===== src/rtl/mult_feeder_if.sv =====
// mult_feeder_if: operand, multiplier and product handshakes.
// slave = feeder side, master = surrounding system.
interface mult_feeder_if #(
  parameter int WIDTH = 7
);
  logic               in_valid;
  logic               in_ready;
  logic [WIDTH-1:0]   in_a;
  logic [WIDTH-1:0]   in_b;
  logic               mult_start;
  logic [WIDTH-1:0]   mult_a;
  logic [WIDTH-1:0]   mult_b;
  logic [2*WIDTH-1:0] mult_result;
  logic               mult_done;
  logic               out_valid;
  logic               out_ready;
  logic [2*WIDTH-1:0] out_result;
  logic [3:0]         out_tag;

  modport slave (
    input  in_valid, in_a, in_b,
    input  mult_result, mult_done,
    input  out_ready,
    output in_ready,
    output mult_start, mult_a, mult_b,
    output out_valid, out_result, out_tag
  );

  modport master (
    output in_valid, in_a, in_b,
    output mult_result, mult_done,
    output out_ready,
    input  in_ready,
    input  mult_start, mult_a, mult_b,
    input  out_valid, out_result, out_tag
  );
endinterface


===== src/rtl/mult_feeder.sv =====
// mult_feeder: FIFO-buffered, one-at-a-time launcher for a multiplier.
// Define MULT_FEEDER_TIMEOUT_EN to add the WAIT watchdog and err output.
module mult_feeder #(
  parameter int WIDTH = 7,
  parameter int DEPTH = 4
`ifdef MULT_FEEDER_TIMEOUT_EN
  ,
  parameter int TIMEOUT = 32
`endif
) (
  input  logic         clock,
  input  logic         reset,
  mult_feeder_if.slave bus,
  output logic         busy
`ifdef MULT_FEEDER_TIMEOUT_EN
  ,
  output logic         err
`endif
);
  localparam int PW = 2 * WIDTH;
  localparam int AW = $clog2(DEPTH);
  localparam int CW = $clog2(DEPTH + 1);

  typedef enum logic [1:0] {
    S_IDLE,
    S_ISSUE,
    S_ARM,
    S_WAIT
  } state_t;

  state_t state, nxt;

  logic [PW-1:0]    mem [DEPTH];
  logic [AW-1:0]    wptr, rptr;
  logic [CW-1:0]    count;
  logic             wr, pop, cap, abort;
  logic [WIDTH-1:0] a_q, b_q;
  logic [PW-1:0]    res_q;
  logic             vld_q;
  logic [3:0]       tag_q, seq_q;

  assign bus.in_ready   = (count != CW'(DEPTH));
  assign wr             = bus.in_valid && bus.in_ready;
  assign bus.mult_start = (state == S_ISSUE);
  assign bus.mult_a     = a_q;
  assign bus.mult_b     = b_q;
  assign bus.out_valid  = vld_q;
  assign bus.out_result = res_q;
  assign bus.out_tag    = tag_q;
  assign busy = (state != S_IDLE) || (count != '0);

  always_ff @(posedge clock) begin
    if (wr) mem[wptr] <= {bus.in_a, bus.in_b};
  end

  always_ff @(posedge clock or negedge reset) begin
    if (!reset) begin
      wptr  <= '0;
      rptr  <= '0;
      count <= '0;
    end else begin
      if (wr)  wptr <= wptr + 1'b1;
      if (pop) rptr <= rptr + 1'b1;
      unique case ({wr, pop})
        2'b10:   count <= count + 1'b1;
        2'b01:   count <= count - 1'b1;
        default: count <= count;
      endcase
    end
  end

`ifdef MULT_FEEDER_TIMEOUT_EN
  localparam int TW = $clog2(TIMEOUT + 1);
  logic [TW-1:0] wcnt;
  logic          err_q;

  assign abort = (state == S_WAIT) && !bus.mult_done
              && (wcnt == TW'(TIMEOUT - 1));
  assign err   = err_q;

  always_ff @(posedge clock or negedge reset) begin
    if (!reset) begin
      wcnt  <= '0;
      err_q <= 1'b0;
    end else begin
      if (state != S_WAIT) wcnt <= '0;
      else                 wcnt <= wcnt + 1'b1;
      if (abort) err_q <= 1'b1;
    end
  end
`else
  assign abort = 1'b0;
`endif

  always_ff @(posedge clock or negedge reset) begin
    if (!reset) state <= S_IDLE;
    else        state <= nxt;
  end

  // ARM never looks at mult_done: it may still be high from the last op
  always_comb begin
    nxt = state;
    pop = 1'b0;
    cap = 1'b0;
    unique case (state)
      S_IDLE: begin
        if (count != '0 && !vld_q) begin
          pop = 1'b1;
          nxt = S_ISSUE;
        end
      end
      S_ISSUE: nxt = S_ARM;
      S_ARM:   nxt = S_WAIT;
      S_WAIT: begin
        if (bus.mult_done || abort) begin
          cap = 1'b1;
          nxt = S_IDLE;
        end
      end
      default: nxt = S_IDLE;
    endcase
  end

  always_ff @(posedge clock or negedge reset) begin
    if (!reset) begin
      a_q   <= '0;
      b_q   <= '0;
      res_q <= '0;
      vld_q <= 1'b0;
      tag_q <= '0;
      seq_q <= '0;
    end else begin
      if (pop) {a_q, b_q} <= mem[rptr];
      if (cap) begin
        // an aborted multiply reports an all-ones product
        res_q <= bus.mult_done ? bus.mult_result : '1;
        tag_q <= seq_q;
        seq_q <= seq_q + 1'b1;
        vld_q <= 1'b1;
      end else if (vld_q && bus.out_ready) begin
        vld_q <= 1'b0;
      end
    end
  end
endmodule


===== src/flat_wrapper.sv =====
// flat-port wrapper written by rule: the top's interface ports become plain ports
module mult_feeder_flat 
#(
  parameter int WIDTH = 7,
  parameter int DEPTH = 4

)
  (clock, reset, busy, bus_in_valid, bus_in_a, bus_in_b, bus_mult_result, bus_mult_done, bus_out_ready, bus_in_ready, bus_mult_start, bus_mult_a, bus_mult_b, bus_out_valid, bus_out_result, bus_out_tag);
  mult_feeder_if #(.WIDTH(WIDTH)) bus_i ();
  input  logic clock;
  input  logic reset;
  output logic busy;
  input wire logic [$bits(bus_i.in_valid)-1:0] bus_in_valid;
  input wire logic [$bits(bus_i.in_a)-1:0] bus_in_a;
  input wire logic [$bits(bus_i.in_b)-1:0] bus_in_b;
  input wire logic [$bits(bus_i.mult_result)-1:0] bus_mult_result;
  input wire logic [$bits(bus_i.mult_done)-1:0] bus_mult_done;
  input wire logic [$bits(bus_i.out_ready)-1:0] bus_out_ready;
  output wire logic [$bits(bus_i.in_ready)-1:0] bus_in_ready;
  output wire logic [$bits(bus_i.mult_start)-1:0] bus_mult_start;
  output wire logic [$bits(bus_i.mult_a)-1:0] bus_mult_a;
  output wire logic [$bits(bus_i.mult_b)-1:0] bus_mult_b;
  output wire logic [$bits(bus_i.out_valid)-1:0] bus_out_valid;
  output wire logic [$bits(bus_i.out_result)-1:0] bus_out_result;
  output wire logic [$bits(bus_i.out_tag)-1:0] bus_out_tag;
  assign bus_i.in_valid = bus_in_valid;
  assign bus_i.in_a = bus_in_a;
  assign bus_i.in_b = bus_in_b;
  assign bus_i.mult_result = bus_mult_result;
  assign bus_i.mult_done = bus_mult_done;
  assign bus_i.out_ready = bus_out_ready;
  assign bus_in_ready = bus_i.in_ready;
  assign bus_mult_start = bus_i.mult_start;
  assign bus_mult_a = bus_i.mult_a;
  assign bus_mult_b = bus_i.mult_b;
  assign bus_out_valid = bus_i.out_valid;
  assign bus_out_result = bus_i.out_result;
  assign bus_out_tag = bus_i.out_tag;
  mult_feeder #(.WIDTH(WIDTH), .DEPTH(DEPTH)) u_core (.clock(clock), .reset(reset), .bus(bus_i), .busy(busy));
endmodule

===== config.mk =====
export PLATFORM = sky130hd
export DESIGN_NAME = mult_feeder_flat
export DESIGN_NICKNAME = d
export VERILOG_FILES = /design/src/rtl/mult_feeder_if.sv /design/src/rtl/mult_feeder.sv /design/src/flat_wrapper.sv
export SDC_FILE = /design/constraint.sdc
export NUM_CORES = 1
export LEC_CHECK = 0
export BUFFER_PORTS_ARGS = -buffer_cell sky130_fd_sc_hd__buf_2
export CORE_MARGIN = 5
export CORE_UTILIZATION = 60
export DETAILED_ROUTE_END_ITERATION = 10
export GPL_TIMING_DRIVEN = 0
export HOLD_SLACK_MARGIN = 0.05
export PLACE_DENSITY_LB_ADDON = 0.12
export SETUP_SLACK_MARGIN = 0.2
export SYNTH_ARGS = -nofsm -noshare
export SYNTH_HDL_FRONTEND = slang
export SYNTH_SLANG_ARGS = --single-unit

===== constraint.sdc =====
create_clock -name clock -period 4.3 [get_ports clock]
set_input_delay 0.43 -clock clock [delete_from_list [all_inputs] [get_ports clock]]
set_output_delay 0.43 -clock clock [all_outputs]
set_load 0.01 [all_outputs]

==> metrics.txt, run 1 <==
outcome=completed; maximum root-to-sink buffer count=2; final setup TNS=0 ns; Seq cells post-synth=between 100 and 150; slew margin rel.=31.5%; die area=8560 µm²; CP endpoint kind=flip-flop; CP max-delay cell=nor3b_4; Net Sw Power=0.00105 W; Post-CTS Resized=0; HP Start=bus_out_ready; crit path kind=reg -> reg; Tcrit/Tclk final=60.3%; DR iter-0 viols=81; GRT Overall Usage=roughly 17%; maximum fanout along the worst path=10; switching share of total power=between 30% and 40%; Max-Cap Viols=0; first-pass GRT wire length=around 11000 µm; Max VDD drop=0.000486 V; Synth area leader=edfxtp_1; Hold Path Stages=2; Clock Sink Count=102; Syn Area/Cell=19.6 µm²; Overflow after GRT=0; IO buf count=68; ratio of cells with drive above 1 in the final layout=47.1%; clk_lat worst skew=0.36 ns; # placed instances=357; largest net degree at the start of global routing=47; final wirelength=6490 µm; reg2reg start=u_core.state[0]$_DFFE_PN0P_; hold slack=0.244 ns; dpl ws=1.71 ns; required time worst endpoint=~4.6 ns; postcts setup bufs=0; vias in the first global route=2155; io pins=69; Comb power frac=35.9%; # setup viols final=0; most frequent cells in the layout=buf_2, edfxtp_1, dfrtp_1; antenna-violating nets left=0; Max Freq=roughly 0.39 GHz; min Tclk post-route=between 2 and 3 ns; commonest non-fill, non-tap cell in the layout=buf_2; Reg clk slew, reported paths=approximately 0.09 ns; area share of the largest cell type after synthesis=41.2%; crit start category=flip-flop; Layout area overhead=15.8%; RSZ-0062 raised after global routing=false; Synth area leaders=edfxtp_1, dfrtp_1, mux2_2; flop2flop setup slack=about 1.7 ns; # nets final=333; Worst Hold End=u_core.bus.out_valid$_DFFE_PN0P_; core area=between 6000 and 7000 µm²; Power Total=0.00337 W; Least-Margin Pin Slew=~1.0 ns; syn_nets=between 200 and 300; Die Ht=between 90 and 100 µm; Hold Path Class=in -> reg; Reg power frac=a little under half; H-tree levels=3; Buf+Inv Stages, Crit Path=3; Residual DRC=0; Setup Skew=about 0.008 ns; Inserted Clock Buffers=9; CP arrival=2.88 ns; Via Count=2013; clk root buf=clkbuf_8; Synth Instances=209; reg-to-reg endpoint=u_core.count[2]$_DFFE_PN0P_; TritonCTS clock tree=yes; Yosys cell types=27; Cell Area, Synth=just over 4000 µm²; Slew Viols, Final=0; Pre-Repair DR Iteration Count=4; wire per inst=17.4 µm; initial antenna violation count=0; Antenna diodes=0; P_int=around 0.0023 W; Worst path max stage delay=0.45 ns; vias per inst=5.40; Hold-fix buffers, CTS=0; PD cells=~700 nW/µm²; part of the power in the clock network=18.1%; critical path, cell by cell=inv_1 -> ha_1 -> nor3b_4 -> buf_6 -> ha_1 -> inv_1 -> fa_1 -> xor2_1 -> nor2_1 -> xor2_1; setup ws final=1.71 ns; initial core utilization=60.8%; die width=92.5 µm; CP top delay family=adder cells; final cell count without fillers=373; # rows=30; Fin. Hold Viols=0; DP Wirelength=~4300 µm; P_leak=2.00 nW; Yosys warning count=0; gpl congestion=0.693; Seq/Total Area, Yosys=69.3%; Worst Reg-to-Reg Cells=10
[kinds of logic (layout without fill, tap and decap cells)]
group / Yosys count / in the layout / synth area share [%]
mux: 51 / 51 / 19.2
flops: 102 / 102 / 69.3
simple gates: 17 / 17 / 2.97
xor+xnor: 9 / 9 / 1.93
buf+inv: 16 / 100 / 2.33
compound gates: 2 / 2 / 0.367
fa+ha+maj: 12 / 12 / 3.86
[flip-flops by register name (all words and copies together) (netlist names)]
register,flops
u_core.count,3
u_core.state,2
u_core.bus.out_tag,4
u_core.seq_q,4
u_core.wptr,2
u_core.bus.mult_b,7
u_core.bus.mult_a,7
u_core.bus.out_valid,1
u_core.rptr,2
u_core.mem,56
u_core.bus.out_result,14
[power groups by stage]
stage               combinational, W  sequential [W]  clock, W
floorplan                   0.000811         0.00161         0
global placement             0.00120         0.00156         0
detailed placement           0.00124         0.00157         0
CTS                          0.00124         0.00155  0.000627
global route                 0.00133         0.00159  0.000681
finish                       0.00121         0.00155  0.000609
[how the worst max path moves through the flow]
stage,endpoint,depth (start not counted),start,slack [ns]
5_1_grt,u_core.count[2]$_DFFE_PN0P_,10,u_core.state[0]$_DFFE_PN0P_,1.47
3_5_place_dp,u_core.count[2]$_DFFE_PN0P_,10,u_core.state[0]$_DFFE_PN0P_,1.71
3_3_place_gp,u_core.count[2]$_DFFE_PN0P_,10,u_core.state[0]$_DFFE_PN0P_,1.72
2_1_floorplan,u_core.count[2]$_DFFE_PN0P_,10,u_core.state[0]$_DFFE_PN0P_,2.00
6_report,u_core.count[2]$_DFFE_PN0P_,10,u_core.state[0]$_DFFE_PN0P_,1.71
4_1_cts,u_core.count[2]$_DFFE_PN0P_,10,u_core.state[0]$_DFFE_PN0P_,1.68
[cells in the mapped netlist]
library cell / count
a221o_1: 1
and2_1: 1
and2_4: 1
and3_1: 4
and4bb_2: 1
buf_12: 1
buf_2: 3
buf_6: 2
dfrtp_1: 46
edfxtp_1: 56
fa_1: 1
ha_1: 11
inv_1: 10
mux2_2: 26
mux2_4: 9
mux2i_1: 2
mux4_1: 6
mux4_2: 8
nand2_1: 2
nand3_1: 2
nor2_1: 3
nor3_2: 1
nor3b_4: 1
o21ai_0: 1
or3b_4: 1
xnor2_1: 4
xor2_1: 5
[per-layer routing]
metal | global-route usage [%] | part of all wire (%) | up-vias
met5 | 0 | 0 | -
met4 | 6.68 | 0.89 | 0
met3 | 3.82 | 5.8 | 5
met2 | 28.1 | 51 | 61
met1 | 21.7 | 42 | 1002
li1 | - | - | 945
[metrics by stage]
| stage | util [%] | area [µm²] |
|---|---|---|
| 2_1_floorplan | - | 4090 |
| 3_3_place_gp | 67.4 | 4530 |
| 3_5_place_dp | 67.4 | 4530 |
| 4_1_cts | 70.4 | 4730 |
| 5_1_grt | 70.4 | 4730 |
| 6_report | 70.4 | 4730 |
[cell type report]
cell class	count	area [µm²]
timing repair buffer	68	340
tap	80	100
multi-input combinational	91	1160
buffer	6	57.6
inverter	10	37.5
clock inverter	7	80.1
clock buffer	9	124
sequential	102	2830
fill	437	1990
Note: power is estimated with default switching activity, not from simulation.
==> inputs of run 2 (changes only) <==
CORE_UTILIZATION = 55   (was 60)
clock period = 2.45 ns   (was 4.3 ns; I/O delays follow)
==> metrics.txt, run 2 (synthesized netlist as in run 1, its figures left out) <==
Largest register FFs=56 (unchanged); crit path kind=reg -> reg (unchanged); critical path, cell by cell=or3b_4 -> and2_4 -> inv_1 -> ha_2 -> inv_1 -> fa_2 -> xor2_1 -> nor2_1 -> xor2_1 (was inv_1 -> ha_1 -> nor3b_4 -> buf_6 -> ha_1 -> inv_1 -> fa_1 -> xor2_1 -> nor2_1 -> xor2_1); # rows=31 (was 30); first-pass GRT wire length=10800 µm (was 10900 µm); Overflow after GRT=0 (unchanged); final instance area=4910 µm² (was 4730 µm²); required time worst endpoint=2.73 ns (was 4.59 ns); Worst path max stage delay=0.43 ns (was 0.45 ns); outcome=completed (unchanged); RSZ-0062 raised after global routing=false (unchanged); # nets final=344 (was 333); GRT Overall Usage=16.1% (was 16.9%); Worst Setup EP=u_core.count[2]$_DFFE_PN0P_ (unchanged); final wirelength=6870 µm (was 6490 µm); gpl congestion=0.765 (was 0.693); initial antenna violation count=0 (unchanged); Setup Skew=0.0111 ns (was 0.00808 ns); Inserted Clock Buffers=9 (unchanged); Slew Viols, Final=0 (unchanged); CP arrival=2.37 ns (was 2.88 ns); vias in the first global route=2096 (was 2155); Antenna diodes=0 (unchanged); maximum root-to-sink buffer count=2 (unchanged); Max VDD drop=0.000611 V (was 0.000486 V); Clock Sink Count=102 (unchanged); dpl ws=-0.0716 ns (was 1.71 ns); most frequent cells in the layout=buf_2, edfxtp_1, dfrtp_1 (unchanged); largest net degree at the start of global routing=47 (unchanged); largest register by flop count=u_core.mem (unchanged); die width=96.2 µm (was 92.5 µm); Least-Margin Pin Slew=1.05 ns (was 1.03 ns); io pins=69 (unchanged); commonest non-fill, non-tap cell in the layout=buf_2 (unchanged); H-tree levels=3 (unchanged); Reg clk slew, reported paths=0.10 ns (was 0.09 ns); DP Wirelength=4550 µm (was 4320 µm); maximum fanout along the worst path=6 (was 10); antenna-violating nets left=0 (unchanged); initial core utilization=56.3% (was 60.8%); Via Count=2074 (was 2013); vias per inst=5.15 (was 5.40); CP max-delay cell=or3b_4 (was nor3b_4); Max Freq=0.477 GHz (was 0.386 GHz); clk root buf=clkbuf_8 (unchanged); Power Total=0.00635 W (was 0.00337 W); fin util=67.7% (was 70.4%); flop2flop setup slack=0.35 ns (was 1.71 ns); reg-to-reg endpoint=u_core.count[2]$_DFFE_PN0P_ (unchanged); hold slack=0.0643 ns (was 0.244 ns); reg2reg start=u_core.count[0]$_DFFE_PN0P_ (was u_core.state[0]$_DFFE_PN0P_); Residual DRC=0 (unchanged); slew margin rel.=30.2% (was 31.5%); clk_lat worst skew=0.36 ns (about the same); Layout area overhead=20.2% (was 15.8%); grt met3 use=3.05% (was 3.82%); met2 Use GR=26.2% (was 28.1%); GRT busiest layer=met2 (unchanged); Fin. Hold Viols=0 (unchanged); Hold Path Class=in -> async (was in -> reg); Pre-Repair DR Iteration Count=4 (unchanged); core area=7250 µm² (was 6720 µm²); IO buf count=68 (unchanged); Hold-fix buffers, CTS=0 (unchanged); die area=9250 µm² (was 8560 µm²); P_leak=2.07 nW (was 2.00 nW); Global Route met1 Usage=21.6% (was 21.7%); DR iter-0 viols=65 (was 81); Worst Setup SP=u_core.count[0]$_DFFE_PN0P_ (was u_core.state[0]$_DFFE_PN0P_); crit start category=flip-flop (unchanged); Die Ht=96.2 µm (was 92.5 µm); CP endpoint kind=flip-flop (unchanged); TritonCTS clock tree=yes (unchanged); Max-Cap Viols=0 (unchanged); wire per inst=17.1 µm (was 17.4 µm); PD cells=1290 nW/µm² (was 712 nW/µm²); # setup viols final=0 (unchanged); DP Area=4570 µm² (was 4530 µm²); min Tclk post-route=2.10 ns (was 2.59 ns); Tcrit/Tclk final=85.6% (was 60.3%); setup ws final=0.353 ns (was 1.71 ns); ratio of cells with drive above 1 in the final layout=50.3% (was 47.1%); Worst Reg-to-Reg Cells=9 (was 10)
-- run 2: changes by cell type in the layout (fill, tap and decap cells not counted), sizes merged --
cell	change
buf	+11
inv	-2
clkinvlp	-1
bufinv	+3
clkinv	-2
clkbuf	+2
-- run 2: repair_timing --
item / CTS / global route
setup endpoints to repair: 2 / 1
gates resized for setup: 0 / 2
pin swaps: 0 / 4
setup buffers: 2 / 9
endpoints found under the hold margin: 0 / 0
-- run 2: how the worst min path moves through the flow --
stage	from	to	slack, ns	cells past startpoint
floorplan	reset	u_core.bus.mult_a[0]$_DFFE_PN0P_	-0.05	0
global placement	bus_out_ready	u_core.bus.out_valid$_DFFE_PN0P_	0.43	2
detailed placement	bus_out_ready	u_core.bus.out_valid$_DFFE_PN0P_	0.45	2
CTS	bus_out_ready	u_core.bus.out_valid$_DFFE_PN0P_	0.07	2
global route	bus_in_b[6]	u_core.mem[1][6]$_DFFE_PP_	0.08	1
finish	reset	u_core.bus.out_result[7]$_DFFE_PN0P_	0.06	1
-- run 2: worst max-delay path, delay by kind of cell, from the launching register on --
kind	cells	cell delay, ns
adder cells (fa/ha/maj)	2	0.50
XOR/XNOR	2	0.30
buffers and inverters	2	0.10
AND/OR/NAND/NOR	3	0.71
flip-flops	1	0.42
-- run 2: where the power goes --
group,leakage (nW),switching (W),internal [W]
sequential,1.06,0.000289,0.00242
combinational,0.883,0.00103,0.00128
clock,0.128,0.000543,0.000786
total,2.07,0.00186,0.00449
-- run 2: stage by stage --
stage | std cells | TNS, ns
3_3_place_gp | 376 | -0.0368
4_1_cts | 394 | 0
6_report | 403 | 0
3_5_place_dp | 376 | -0.0716
5_1_grt | 403 | 0
2_1_floorplan | 209 | 0
-- run 2: layout make-up --
class,count,area [µm²]
Inverter,10,37.5
Timing Repair Buffer,79,423
Clock inverter,5,129
Buffer,6,57.6
Tap cell,99,124
Clock buffer,11,131
Multi-Input combinational cell,91,1180
Sequential cell,102,2830
Fill cell,500,2340
-- run 2: per-layer routing --
| layer | share of wire (%) | wire length, µm |
|---|---|---|
| met3 | 5.8 | 398 |
| met4 | 1.4 | 99 |
| met1 | 44 | 3020 |
| met5 | 0 | 0 |
| met2 | 49 | 3360 |
